<file path="config.mk">
export PLATFORM = sky130hd
export DESIGN_NAME = jb_rf_odp_ctrl
export DESIGN_NICKNAME = d
export VERILOG_FILES = /design/src/rtl/jb_rf_odp_ctrl.sv
export SDC_FILE = /design/constraint.sdc
export NUM_CORES = 1
export LEC_CHECK = 0
export CAP_MARGIN = 20
export CORE_ASPECT_RATIO = 1.4
export CORE_UTILIZATION = 35
export CTS_BUF_LIST = sky130_fd_sc_hd__clkbuf_4
export CTS_CLUSTER_DIAMETER = 40
export DETAILED_ROUTE_END_ITERATION = 12
export RECOVER_POWER = 25
export SYNTH_ARGS = -nofsm -noshare
export SYNTH_HDL_FRONTEND = slang
export SYNTH_SLANG_ARGS = --single-unit
</file>
<file path="constraint.sdc">
create_clock -name clk -period 15 [get_ports clk]
set_input_delay 4.5 -clock clk [delete_from_list [all_inputs] [get_ports clk]]
set_output_delay 4.5 -clock clk [all_outputs]
set_load 0.05 [all_outputs]
</file>
<file path="src/rtl/jb_rf_odp_ctrl.sv">
// RF overdrive protection: windowed per-channel power sums with a per-channel
// trip / mute / holdoff state machine sharing one window beat counter.
`default_nettype none

module jb_rf_odp_ctrl #(
  parameter int unsigned NUM_CH      = 4,
  parameter int unsigned PWR_W       = 16,
  parameter int unsigned HOLDOFF_CYC = 1024
) (
  input  logic                     clk,
  input  logic                     rst,
  input  logic                     pwr_valid,
  input  logic [NUM_CH*PWR_W-1:0]  pwr_data,
  input  logic [31:0]              rf_overdrive_thresh,
  input  logic [20:0]              rf_overdrive_avg_per,
  input  logic [NUM_CH-1:0]        disable_rf_odp,
  input  logic [NUM_CH-1:0]        clr_trip,
  output logic [NUM_CH*32-1:0]     rf_overdrive_tssi,
  output logic                     window_done,
  output logic [NUM_CH-1:0]        odp_trip,
  output logic [NUM_CH-1:0]        pa_mute
);

  localparam int unsigned CNT_W     = 21;
  localparam int unsigned SUM_W     = 32;
  localparam int unsigned EXT_W     = SUM_W + 1;
  localparam int unsigned HOLD_LAST = (HOLDOFF_CYC > 0) ? HOLDOFF_CYC - 1 : 0;
  localparam int unsigned HCNT_W    = (HOLD_LAST > 0) ? $clog2(HOLD_LAST + 1) : 1;

  typedef enum logic [1:0] {
    IDLE    = 2'd0,
    ARMED   = 2'd1,
    TRIPPED = 2'd2,
    HOLDOFF = 2'd3
  } state_t;

  logic [CNT_W-1:0] beat_cnt;
  logic [CNT_W-1:0] per_last;
  logic             close_c;

  // A zero period behaves as one; ">=" lets a lowered period close on the next beat.
  assign per_last = (rf_overdrive_avg_per == '0) ? '0 : rf_overdrive_avg_per - CNT_W'(1);
  assign close_c  = pwr_valid && (beat_cnt >= per_last);

  always_ff @(posedge clk) begin
    if (rst) begin
      beat_cnt    <= '0;
      window_done <= 1'b0;
    end else begin
      window_done <= close_c;
      if (pwr_valid) begin
        beat_cnt <= close_c ? '0 : beat_cnt + CNT_W'(1);
      end
    end
  end

  for (genvar ch = 0; ch < NUM_CH; ch++) begin : g_ch
    logic [PWR_W-1:0]  sample;
    logic [EXT_W-1:0]  raw_sum;
    logic [SUM_W-1:0]  sum;
    logic [SUM_W-1:0]  acc;
    logic [SUM_W-1:0]  tssi_q;
    logic              trip_c;
    state_t            state, state_nxt;
    logic [HCNT_W-1:0] hcnt, hcnt_nxt;
    logic              trip_q, mute_q;

    assign sample  = pwr_data[ch*PWR_W +: PWR_W];
    assign raw_sum = {1'b0, acc} + EXT_W'(sample);
    assign sum     = raw_sum[SUM_W] ? {SUM_W{1'b1}} : raw_sum[SUM_W-1:0];
    assign trip_c  = close_c && (sum > rf_overdrive_thresh) && (state == ARMED);

    // Accumulation and tssi capture run regardless of FSM state.
    always_ff @(posedge clk) begin
      if (rst) begin
        acc    <= '0;
        tssi_q <= '0;
      end else if (pwr_valid) begin
        if (close_c) begin
          acc    <= '0;
          tssi_q <= sum;
        end else begin
          acc <= sum;
        end
      end
    end

    always_ff @(posedge clk) begin
      if (rst) begin
        state  <= IDLE;
        hcnt   <= '0;
        trip_q <= 1'b0;
        mute_q <= 1'b0;
      end else begin
        state  <= state_nxt;
        hcnt   <= hcnt_nxt;
        trip_q <= (state_nxt == TRIPPED);
        mute_q <= (state_nxt == TRIPPED) || (state_nxt == HOLDOFF);
      end
    end

    // Disable dominates; a trip can only be detected from ARMED, so clr_trip cannot pre-empt it.
    always_comb begin
      state_nxt = state;
      hcnt_nxt  = hcnt;
      if (disable_rf_odp[ch]) begin
        state_nxt = IDLE;
        hcnt_nxt  = '0;
      end else begin
        case (state)
          IDLE:    state_nxt = ARMED;
          ARMED:   if (trip_c) state_nxt = TRIPPED;
          TRIPPED: begin
            if (clr_trip[ch]) begin
              state_nxt = HOLDOFF;
              hcnt_nxt  = '0;
            end
          end
          HOLDOFF: begin
            if (hcnt == HCNT_W'(HOLD_LAST)) begin
              state_nxt = ARMED;
              hcnt_nxt  = '0;
            end else begin
              hcnt_nxt = hcnt + HCNT_W'(1);
            end
          end
          default: begin
            state_nxt = IDLE;
            hcnt_nxt  = '0;
          end
        endcase
      end
    end

    assign rf_overdrive_tssi[ch*32 +: 32] = tssi_q;
    assign odp_trip[ch]                   = trip_q;
    assign pa_mute[ch]                    = mute_q;
  end

endmodule

`default_nettype wire

</file>
==> metrics.yaml <==
fp.dieW_um: 210
grtUsageTotal: 0.243
drive_above_1_share: 0.0692
grt-ovfl-total: 0
hp-start: "g_ch[0].tssi_q[26]"
hold_buffers: 0
synth_edf_count: 0
cp-end-kind: "flop"
holdPathStages: 2
synthCells: 2679
path_class: "in -> reg"
r2r_cells: 17
htreeDepth: 3
synth_cell_types: 79
syn_area_um2: 21200
maxCapViolCount: 0
r2r-start: "g_ch[3].acc[0]"
cpPeakStageDelay_ns: 0.79
ios: 265
crit_fanout: 38
finalNetCount: 3290
grt_setup_unrepaired: "no"
grt_pass1_wl_um: 117000
design.core.area_um2: 59800
grt_max_degree: 102
r2r_slack_ns: 9.46
dp_slack_ns: 4.75
multi_input_area_um2: 13700
max-slew-margin-rel: 0.289
hold_viol: 0
power_mw: 2.40
syn_avg_cell_area_um2: 7.92
holdPathEnd: "g_ch[0].tssi_q[26]"
clock_sinks: 334
dieArea_um2: 61700
clk_pin_slew_ns: 0.07
syn_nets: 3031
vias: 21100
via_per_inst: 5.52
use_met2: 0.411
cp_slowest_cell: "nor2_4"
portBuffers: 264
fin_crit_sh: 0.628
grt_use_met3: 0.0553
instances_no_fill: 3821
ys.flop_type: "dfxtp_1"
fp-row-count: 106
initialDrtViolationCount: 1190
cts_resized: 0
required_ns: 15.79
fillers: 6079
post_drt_wl_per_cell_um: 19.9
cp_common_cell: "a21oi_1"
grt-busiest-layer: "met2"
setup_ws_ns: 5.58
start_kind: "primary input"
dr.pass1.iters: 5
crit_chain: "clkdlybuf4s50_1 > nor3_1 > nand2b_1 > nor4_1 > nand3b_1 > nand4bb_1 > and2_1 > ha_1 > and4_1 > a221oi_1 > a21oi_1 > o21ai_1 > nand3_1 > nor2_4 > buf_4 > a21oi_1 > o21ba_2"
p_leak_nw: 11.1
ff_latch_area_um2: 6690
gp_congestion: 0.900
placed_area_um2: 24500
ys_seq_area_frac: 0.315
fin_util: 0.430
fin_setup_tns_ns: 0
finalSetupViolCount: 0
cts_made_buffers: 96
dpl.hpwl_um: 57100
ys_ff_latch: 334
wirelength_um: 76000
antenna_found_initial: 8
route.detailed.drc: 0
die_h_um: 293
dp_cells: 3649
syn_to_final_growth_pct: 21.1
worstPathArrival_ns: 10.21
design_area_um2: 25700
power.density_nw_per_um2: 93.5
worst_slew_pin_slew_ns: 1.07
synthArstFlopShare: 0
timing.rr.end: "g_ch[3].trip_q"
layout_min_cycle_time_ns: 9.42
post_cts_buffers: 0
grtUsageMet1: 0.292
synth_warnings: 0
cts_root_buf: "clkbuf_4"
run_status: "complete, no violations"
start_util: 0.355
grt_pass1_vias: 20800
insertion_delay_ns: 0.85
vdd_drop_max_mv: 0.0630
cts_tree: "built"
ant_nets: 0
timing.fmax_ghz: 0.106
drv_slew: 0
cts_buffer_depth: 3
worstHoldPathType: "reg -> reg"
timing.hold.ws_ns: 0.456
fin_skew_ns: 0.0514
==> logic make-up after synthesis <==
kind of cell / share of synthesized area
muxes: 0.00401
adders and majority gates: 0.133
buffers and inverters: 0.0415
DFF: 0.315
and+or+nand+nor: 0.226
AOI/OAI and AO/OA: 0.233
xor gates and xnor gates: 0.0470
==> report_power, final <==
part,switching [mW],internal [mW]
sequential,0.0200,0.913
combinational,0.376,0.241
clock,0.414,0.439
total,0.810,1.59
==> worst max path at each step <==
stage	start	endpoint	slack, ns
floorplan	pwr_data[48]	g_ch[3].trip_q	6.74
global placement	rf_overdrive_avg_per[12]	g_ch[1].acc[31]	4.89
detailed placement	rf_overdrive_avg_per[12]	g_ch[1].acc[31]	4.75
CTS	rf_overdrive_avg_per[12]	g_ch[1].acc[31]	5.67
global route	rf_overdrive_avg_per[12]	g_ch[1].acc[31]	5.04
finish	rf_overdrive_avg_per[12]	g_ch[1].acc[31]	5.58
==> state kept, by name (all words and copies together) (netlist names) <==
signal / count
beat_cnt: 21
g_ch.acc: 128
g_ch.hcnt: 40
g_ch.mute_q: 4
g_ch.state: 8
g_ch.trip_q: 4
g_ch.tssi_q: 128
window_done: 1
==> metal layers <==
layer	share of wire	routed length (µm)	up-vias
met4	0.041	3080	12
met5	0.00095	72	-
met1	0.42	32100	9953
li1	-	-	10200
met3	0.064	4880	177
met2	0.47	35900	704
==> layout make-up <==
type,instances,area share
Antenna cell,4,0.000389
Multi-Input combinational cell,2133,0.533
Timing Repair Buffer,285,0.109
Inverter,88,0.0128
Sequential cell,334,0.260
Clock buffer,132,0.0385
Tap cell,810,0.0394
Clock inverter,35,0.00730
==> critical path: cells and delay by family <==
| family | cells | cell delay (ns) |
|---|---|---|
| buffers and inverters | 2 | 1.02 |
| adders and majority gates | 1 | 0.26 |
| and+or+nand+nor | 9 | 3.26 |
| AOI/OAI and AO/OA | 5 | 1.12 |
==> cells in the final DEF, fill, tap and decap left out, drive strengths merged, types with 9 or more instances in the layout <==
cell / synthesis / layout
a22o: 46 / 46
clkinv: 1 / 31
nand2: 249 / 249
dfxtp: 334 / 334
and2: 21 / 21
xor2: 54 / 54
o211ai: 12 / 12
nand4: 50 / 50
and3: 68 / 68
or2: 13 / 13
buf: 44 / 23
nor3b: 12 / 12
a31oi: 51 / 51
clkbuf: 80 / 132
or3: 10 / 10
nand3: 56 / 56
nor3: 71 / 71
xnor2: 60 / 60
nor4: 11 / 11
and4: 15 / 15
nor2b: 61 / 61
a211oi: 42 / 42
nand2b: 25 / 25
ha: 220 / 220
nor2: 326 / 326
a21oi: 219 / 219
o21bai: 9 / 9
dlygate4sd3: 0 / 83
o21ai: 218 / 218
clkdlybuf4s50: 0 / 179
o21a: 24 / 24
a21o: 59 / 59
inv: 87 / 90
a22oi: 13 / 13
==> cell usage after synthesis (all sizes together), types with 56 or more instances <==
master,n,area [µm²]
nand2,249,952
nor2,326,1220
clkbuf,80,300
and3,68,425
a21o,59,443
o21ai,218,1090
inv,87,327
xnor2,60,526
dfxtp,334,6690
ha,220,2750
nor2b,61,382
a21oi,219,1100
nand3,56,280
nor3,71,365
Note: power is estimated with default switching activity, not from simulation.
